[src/rtl/opb_reg_pkg.sv]
// Shared definitions for the OPB register slaves: word offsets, status bit positions and the
// slave-handshake state encoding.
package opb_reg_pkg;

    localparam logic [7:0] OFS_DATA   = 8'h00;
    localparam logic [7:0] OFS_STATUS = 8'h04;

    // Status bit positions in OPB big-endian numbering (bit 31 is the LSB).
    localparam int unsigned ST_NEW = 31;
    localparam int unsigned ST_OVF = 30;

    typedef enum logic [1:0] {
        StIdle,
        StAck,
        StWait
    } opb_state_e;

    // Converts an OPB big-endian bit number into a descending vector index.
    function automatic int unsigned opb_idx(input int unsigned opb_bit, input int unsigned width);
        return width - 1 - opb_bit;
    endfunction

endpackage

[src/rtl/opb_slave_decode.sv]
// OPB slave address decode and IDLE/ACK/WAIT handshake: one registered ack per select assertion,
// with single-cycle read/write strobes in the cycle that starts the transfer.
module opb_slave_decode
    import opb_reg_pkg::*;
#(
    parameter int unsigned    AWidth   = 32,
    parameter logic [AWidth-1:0] BaseAddr = 32'h01014C00,
    parameter logic [AWidth-1:0] HighAddr = 32'h01014CFF
) (
    input  logic              clk_i,
    input  logic              rst_ni,
    input  logic [AWidth-1:0] abus_i,
    input  logic              select_i,
    input  logic              rnw_i,
    output logic              ack_o,
    output logic              rd_stb_o,
    output logic              wr_stb_o,
    output logic [7:0]        offset_o
);

    opb_state_e state_q;
    logic       ack_q;
    logic       armed_q;
    logic       hit;
    logic       start;
    logic [7:0] rel_byte;

    // armed_q blocks a select that was already asserted across reset from starting a transfer.
    assign hit      = select_i & armed_q & (abus_i >= BaseAddr) & (abus_i <= HighAddr);
    assign start    = (state_q == StIdle) & hit;
    assign rd_stb_o = start & rnw_i;
    assign wr_stb_o = start & ~rnw_i;
    assign rel_byte = abus_i[7:0] - BaseAddr[7:0];
    assign offset_o = rel_byte & 8'hFC;
    assign ack_o    = ack_q;

    always_ff @(posedge clk_i or negedge rst_ni) begin
        if (!rst_ni) begin
            state_q <= StIdle;
            ack_q   <= 1'b0;
            armed_q <= 1'b0;
        end else begin
            ack_q <= 1'b0;
            if (!select_i) begin
                armed_q <= 1'b1;
            end
            unique case (state_q)
                StIdle: begin
                    if (start) begin
                        state_q <= StAck;
                        ack_q   <= 1'b1;
                    end
                end
                StAck: state_q <= StWait;
                StWait: begin
                    if (!select_i) begin
                        state_q <= StIdle;
                    end
                end
                default: state_q <= StIdle;
            endcase
        end
    end

endmodule

[src/rtl/opb_register_simulink2ppc.sv]
// User-to-PowerPC mailbox register: user logic posts a word, software reads it over OPB and polls a
// NEW/OVF status word (write-1-to-clear) so samples are neither missed nor double-counted.
module opb_register_simulink2ppc
    import opb_reg_pkg::*;
#(
    parameter logic [31:0] C_BASEADDR    = 32'h01014C00,
    parameter logic [31:0] C_HIGHADDR    = 32'h01014CFF,
    parameter int unsigned C_OPB_AWIDTH  = 32,
    parameter int unsigned C_OPB_DWIDTH  = 32,
    parameter bit          C_CLR_ON_READ = 1'b1,
    parameter string       C_FAMILY      = "virtex5"
) (
    input  logic                    OPB_Clk,
    input  logic                    OPB_Rst_n,
    input  logic [C_OPB_AWIDTH-1:0] OPB_ABus,
    input  logic [3:0]              OPB_BE,
    input  logic [C_OPB_DWIDTH-1:0] OPB_DBus,
    input  logic                    OPB_RNW,
    input  logic                    OPB_select,
    input  logic                    OPB_seqAddr,
    output logic [C_OPB_DWIDTH-1:0] Sl_DBus,
    output logic                    Sl_xferAck,
    output logic                    Sl_errAck,
    output logic                    Sl_retry,
    output logic                    Sl_toutSup,
    input  logic [31:0]             user_data_in,
    input  logic                    user_valid,
    output logic                    user_ready
);

    localparam int unsigned NewIdx = opb_idx(ST_NEW, C_OPB_DWIDTH);
    localparam int unsigned OvfIdx = opb_idx(ST_OVF, C_OPB_DWIDTH);
    localparam string       unused_family = C_FAMILY;

    logic                    rd_stb;
    logic                    wr_stb;
    logic [7:0]              offset;
    logic [31:0]             data_q;
    logic                    new_q;
    logic                    ovf_q;
    logic [C_OPB_DWIDTH-1:0] dbus_q;
    logic [C_OPB_DWIDTH-1:0] dbus_d;
    logic                    status_wr;
    logic                    clr_new;
    logic                    clr_ovf;
    logic                    unused_inputs;

    opb_slave_decode #(
        .AWidth   (C_OPB_AWIDTH),
        .BaseAddr (C_BASEADDR),
        .HighAddr (C_HIGHADDR)
    ) u_decode (
        .clk_i    (OPB_Clk),
        .rst_ni   (OPB_Rst_n),
        .abus_i   (OPB_ABus),
        .select_i (OPB_select),
        .rnw_i    (OPB_RNW),
        .ack_o    (Sl_xferAck),
        .rd_stb_o (rd_stb),
        .wr_stb_o (wr_stb),
        .offset_o (offset)
    );

    // OPB BE[3] (bits 24..31) is the least-significant byte lane, vector index 0 here.
    assign status_wr = wr_stb & (offset == OFS_STATUS) & OPB_BE[0];
    assign clr_new   = (status_wr & OPB_DBus[NewIdx])
                     | (C_CLR_ON_READ & rd_stb & (offset == OFS_DATA));
    assign clr_ovf   = status_wr & OPB_DBus[OvfIdx];

    always_comb begin
        dbus_d = '0;
        if (rd_stb) begin
            if (offset == OFS_DATA) begin
                dbus_d = C_OPB_DWIDTH'(data_q);
            end else if (offset == OFS_STATUS) begin
                dbus_d[NewIdx] = new_q;
                dbus_d[OvfIdx] = ovf_q;
            end
        end
    end

    always_ff @(posedge OPB_Clk or negedge OPB_Rst_n) begin
        if (!OPB_Rst_n) begin
            data_q <= '0;
            new_q  <= 1'b0;
            ovf_q  <= 1'b0;
            dbus_q <= '0;
        end else begin
            dbus_q <= dbus_d;
            // A same-cycle clear of NEW counts as consumption, so capture does not flag overflow.
            ovf_q  <= (ovf_q & ~clr_ovf) | (user_valid & new_q & ~clr_new);
            new_q  <= user_valid | (new_q & ~clr_new);
            if (user_valid) begin
                data_q <= user_data_in;
            end
        end
    end

    assign Sl_DBus    = dbus_q;
    assign Sl_errAck  = 1'b0;
    assign Sl_retry   = 1'b0;
    assign Sl_toutSup = 1'b0;
    assign user_ready = ~new_q;

    assign unused_inputs = ^{OPB_seqAddr, OPB_BE[3:1], OPB_DBus};

endmodule

[config.mk]
export PLATFORM = sky130hd
export DESIGN_NAME = opb_register_simulink2ppc
export DESIGN_NICKNAME = d
export VERILOG_FILES = /design/src/rtl/opb_reg_pkg.sv /design/src/rtl/opb_slave_decode.sv /design/src/rtl/opb_register_simulink2ppc.sv
export SDC_FILE = /design/constraint.sdc
export NUM_CORES = 1
export LEC_CHECK = 0
export ABC_AREA = 0
export BUFFER_PORTS_ARGS = -buffer_cell sky130_fd_sc_hd__buf_2
export CAP_MARGIN = 30
export CORE_MARGIN = 3
export CORE_UTILIZATION = 30
export DETAILED_ROUTE_END_ITERATION = 10
export PLACE_DENSITY = 0.65
export SKIP_CTS_REPAIR_TIMING = 1
export SLEW_MARGIN = 20
export SYNTH_ARGS = -nofsm -noshare
export SYNTH_HDL_FRONTEND = slang
export SYNTH_SLANG_ARGS = --single-unit
[constraint.sdc]
create_clock -name OPB_Clk -period 2.15 [get_ports OPB_Clk]
set_input_delay 0.3225 -clock OPB_Clk [delete_from_list [all_inputs] [get_ports OPB_Clk]]
set_output_delay 0.3225 -clock OPB_Clk [all_outputs]
set_load 0.01 [all_outputs]
==> qor.yml <==
floorplanning:
  dieArea_mm2: 0.009966
  die_x_um: 99.83
  io_pins: 143
  design.core.area_mm2: 0.008382
  die_h_um: 99.83
  start_util_pct: 31.51
  rows: 33
sta:
  period_share_pct: 82.76
  hold_viol_final: 0
  final.setup.tns_ns: 0
  final.min_clock_period_ns: 1.779
  rsz0062_at_grt: "false"
  finalMaxSlewViolations: 0
  clock_skew_ns: 0.009786
  worst_hold_slack_ns: 0.1752
  setup_slack_ns: 0.3708
  fmax_ghz: 0.5620
  setup_violations: 0
layout:
  utilization_pct: 41.13
  final_cell_mix: "buf_2 (102), dfrtp_1 (70), mux2_1 (32)"
  final_area_mm2: 0.003447
  drive_above_1_share_pct: 43.99
  n_fill_cell: 818
  area_growth_pct: 30.51
  nets: 393
  final_common_cell: "buf_2"
  antenna_cells: 0
  final_cells: 396
run:
  drv_cap: 0
placed_design:
  port_buffers: 103
  place_ws_ns: 0.2582
  dp_cells: 379
  dp_hpwl_mm: 3.787
  placedInstanceArea_mm2: 0.003262
  gp_congestion: 0.7543
setup_path:
  worstSetupStartpointType: "register"
  rr_startpoint: "u_decode.state_q[1]"
  r2r_slack_ns: 0.37
  r2r-end: "Sl_DBus[2]"
  required_ns: 2.41
  path_max_fanout: 17
  path_depth: 5
  max_stage_delay_ns: 0.40
  reg2reg_depth: 5
  crit_family: "simple AND/OR/NAND/NOR gates"
  crit_end: "Sl_DBus[2]"
  critPathKind: "reg -> reg"
  critPathSlowestCell: "dfrtp_1"
  cp_cell_sequence: "nor4b_2, nand4_2, nor4b_4, buf_4, and2_1"
  cp-end-kind: "register"
  critical_path.startpoint: "u_decode.state_q[1]"
  worstPathArrival_ns: 2.04
  cp_num_buf_inv: 1
synthesis:
  synth_cells: 176
  yosysTopAreaCell: "dfrtp_1"
  avgSynthCellArea_um2: 15.01
  yosys_warnings: 0
  ys_seq_area_share_pct: 66.32
  ys_ff_latch: 70
  syn_area_mm2: 0.002641
  synth_edf_count: 0
  synth_top_area_share_pct: 66.32
  ys_async_sr_fraction_pct: 100.0
  ys.flop_type: "dfrtp_1"
  yosysUniqueCellTypes: 29
  synth_area_leaders: "dfrtp_1 (66%), mux2_1 (14%), and2_1 (7.1%)"
grt:
  grtUsageTotal_pct: 11.40
  grt_antenna_before_repair: 1
  grt_max_degree: 71
  grt_overflow: 0
  first_global_vias: 1752
  grt_pass1_wl_mm: 8.687
clock_tree:
  cts_tree: "yes"
  cts_buffers: 9
  insertion_delay_ns: 0.33
  clockBufferDepth: 2
  clock-sinks: 70
  clockRootBuffer: "clkbuf_8"
  cts_max_level: 3
  clk_pin_slew_ns: 0.07
routing:
  wl_per_cell_um: 13.64
  ant_nets: 0
  detail_route.wirelength_mm: 5.400
  dr.first_iter.drc_count: 16
  vias: 1714
  dr.pass1.iters: 4
  drc_errors: 0
  avgViaCountPerCell: 4.328
power_and_ir_drop:
  power_density_mw_per_mm2: 708.6
  p_total_mw: 2.443
  leakage_nw: 1.796
  vdd_drop_max_v: 0.0003993
min_path:
  min_delay_path_depth: 2
  holdCritPathClass: "in -> reg"
run_status:
  status: "finished, final reports clean"
[worst min path at each step]
stage                       endpoint              from
finish              u_decode.armed_q        OPB_select
CTS                   u_decode.ack_o         OPB_Rst_n
detailed placement  u_decode.armed_q  u_decode.armed_q
global placement    u_decode.armed_q  u_decode.armed_q
floorplan                 Sl_DBus[0]         OPB_Rst_n
global route        u_decode.armed_q        OPB_select
[worst register-to-register path, stage by stage, from the launching register on]
cell and delay, ns:
dfrtp_1 0.40, nor4b_2 0.30, nand4_2 0.22, nor4b_4 0.37, buf_4 0.26, and2_1 0.16
[cell families after synthesis]
kind of cell | share of synthesized area, %
muxes | 14.50
and+or+nand+nor | 14.87
other | 0.1420
DFF | 66.32
AOI/OAI and AO/OA | 1.184
buffers and inverters | 2.984
[Yosys cell counts, drive strengths merged (2+ instances only)]
cell     n
and4     2
nor2     2
o21ai    2
dfrtp   70
nor2b    2
inv      2
nand3    2
nor4     5
clkbuf   4
nor4b    2
buf      6
mux2    34
nand2    2
and2    30
nor4bb   2
[report_power, final]
group          leakage [nW]  switching, mW  internal (mW)
sequential            0.890         0.0217           1.38
clock                0.0817          0.460          0.404
combinational         0.825         0.0798          0.101
total                  1.80          0.562           1.88
[flip-flops by register name (all words and copies together) (netlist names)]
| name | cells |
|---|---|
| new_q | 1 |
| u_decode.armed_q | 1 |
| u_decode.ack_o | 1 |
| u_decode.state_q | 2 |
| Sl_DBus | 32 |
| data_q | 32 |
| ovf_q | 1 |
[final cells by class]
cell class	instances	area, µm²	share of cell area (%)
Inverter	2	7.507	0.2178
Clock buffer	10	127.6	3.702
Clock inverter	5	27.53	0.7985
Timing Repair Buffer	108	583.1	16.91
Multi-Input combinational cell	96	818.3	23.74
Sequential cell	70	1752	50.82
Tap cell	105	131.4	3.811
[routing by layer]
metal	vias up	part of all wire, %	GRT usage [%]
met5	-	0.20	0
met4	2	1.7	5.042
met3	11	9.1	4.309
met2	66	47	17.86
met1	816	43	14.04
li1	819	-	-
(Power assumes the default switching activity.)
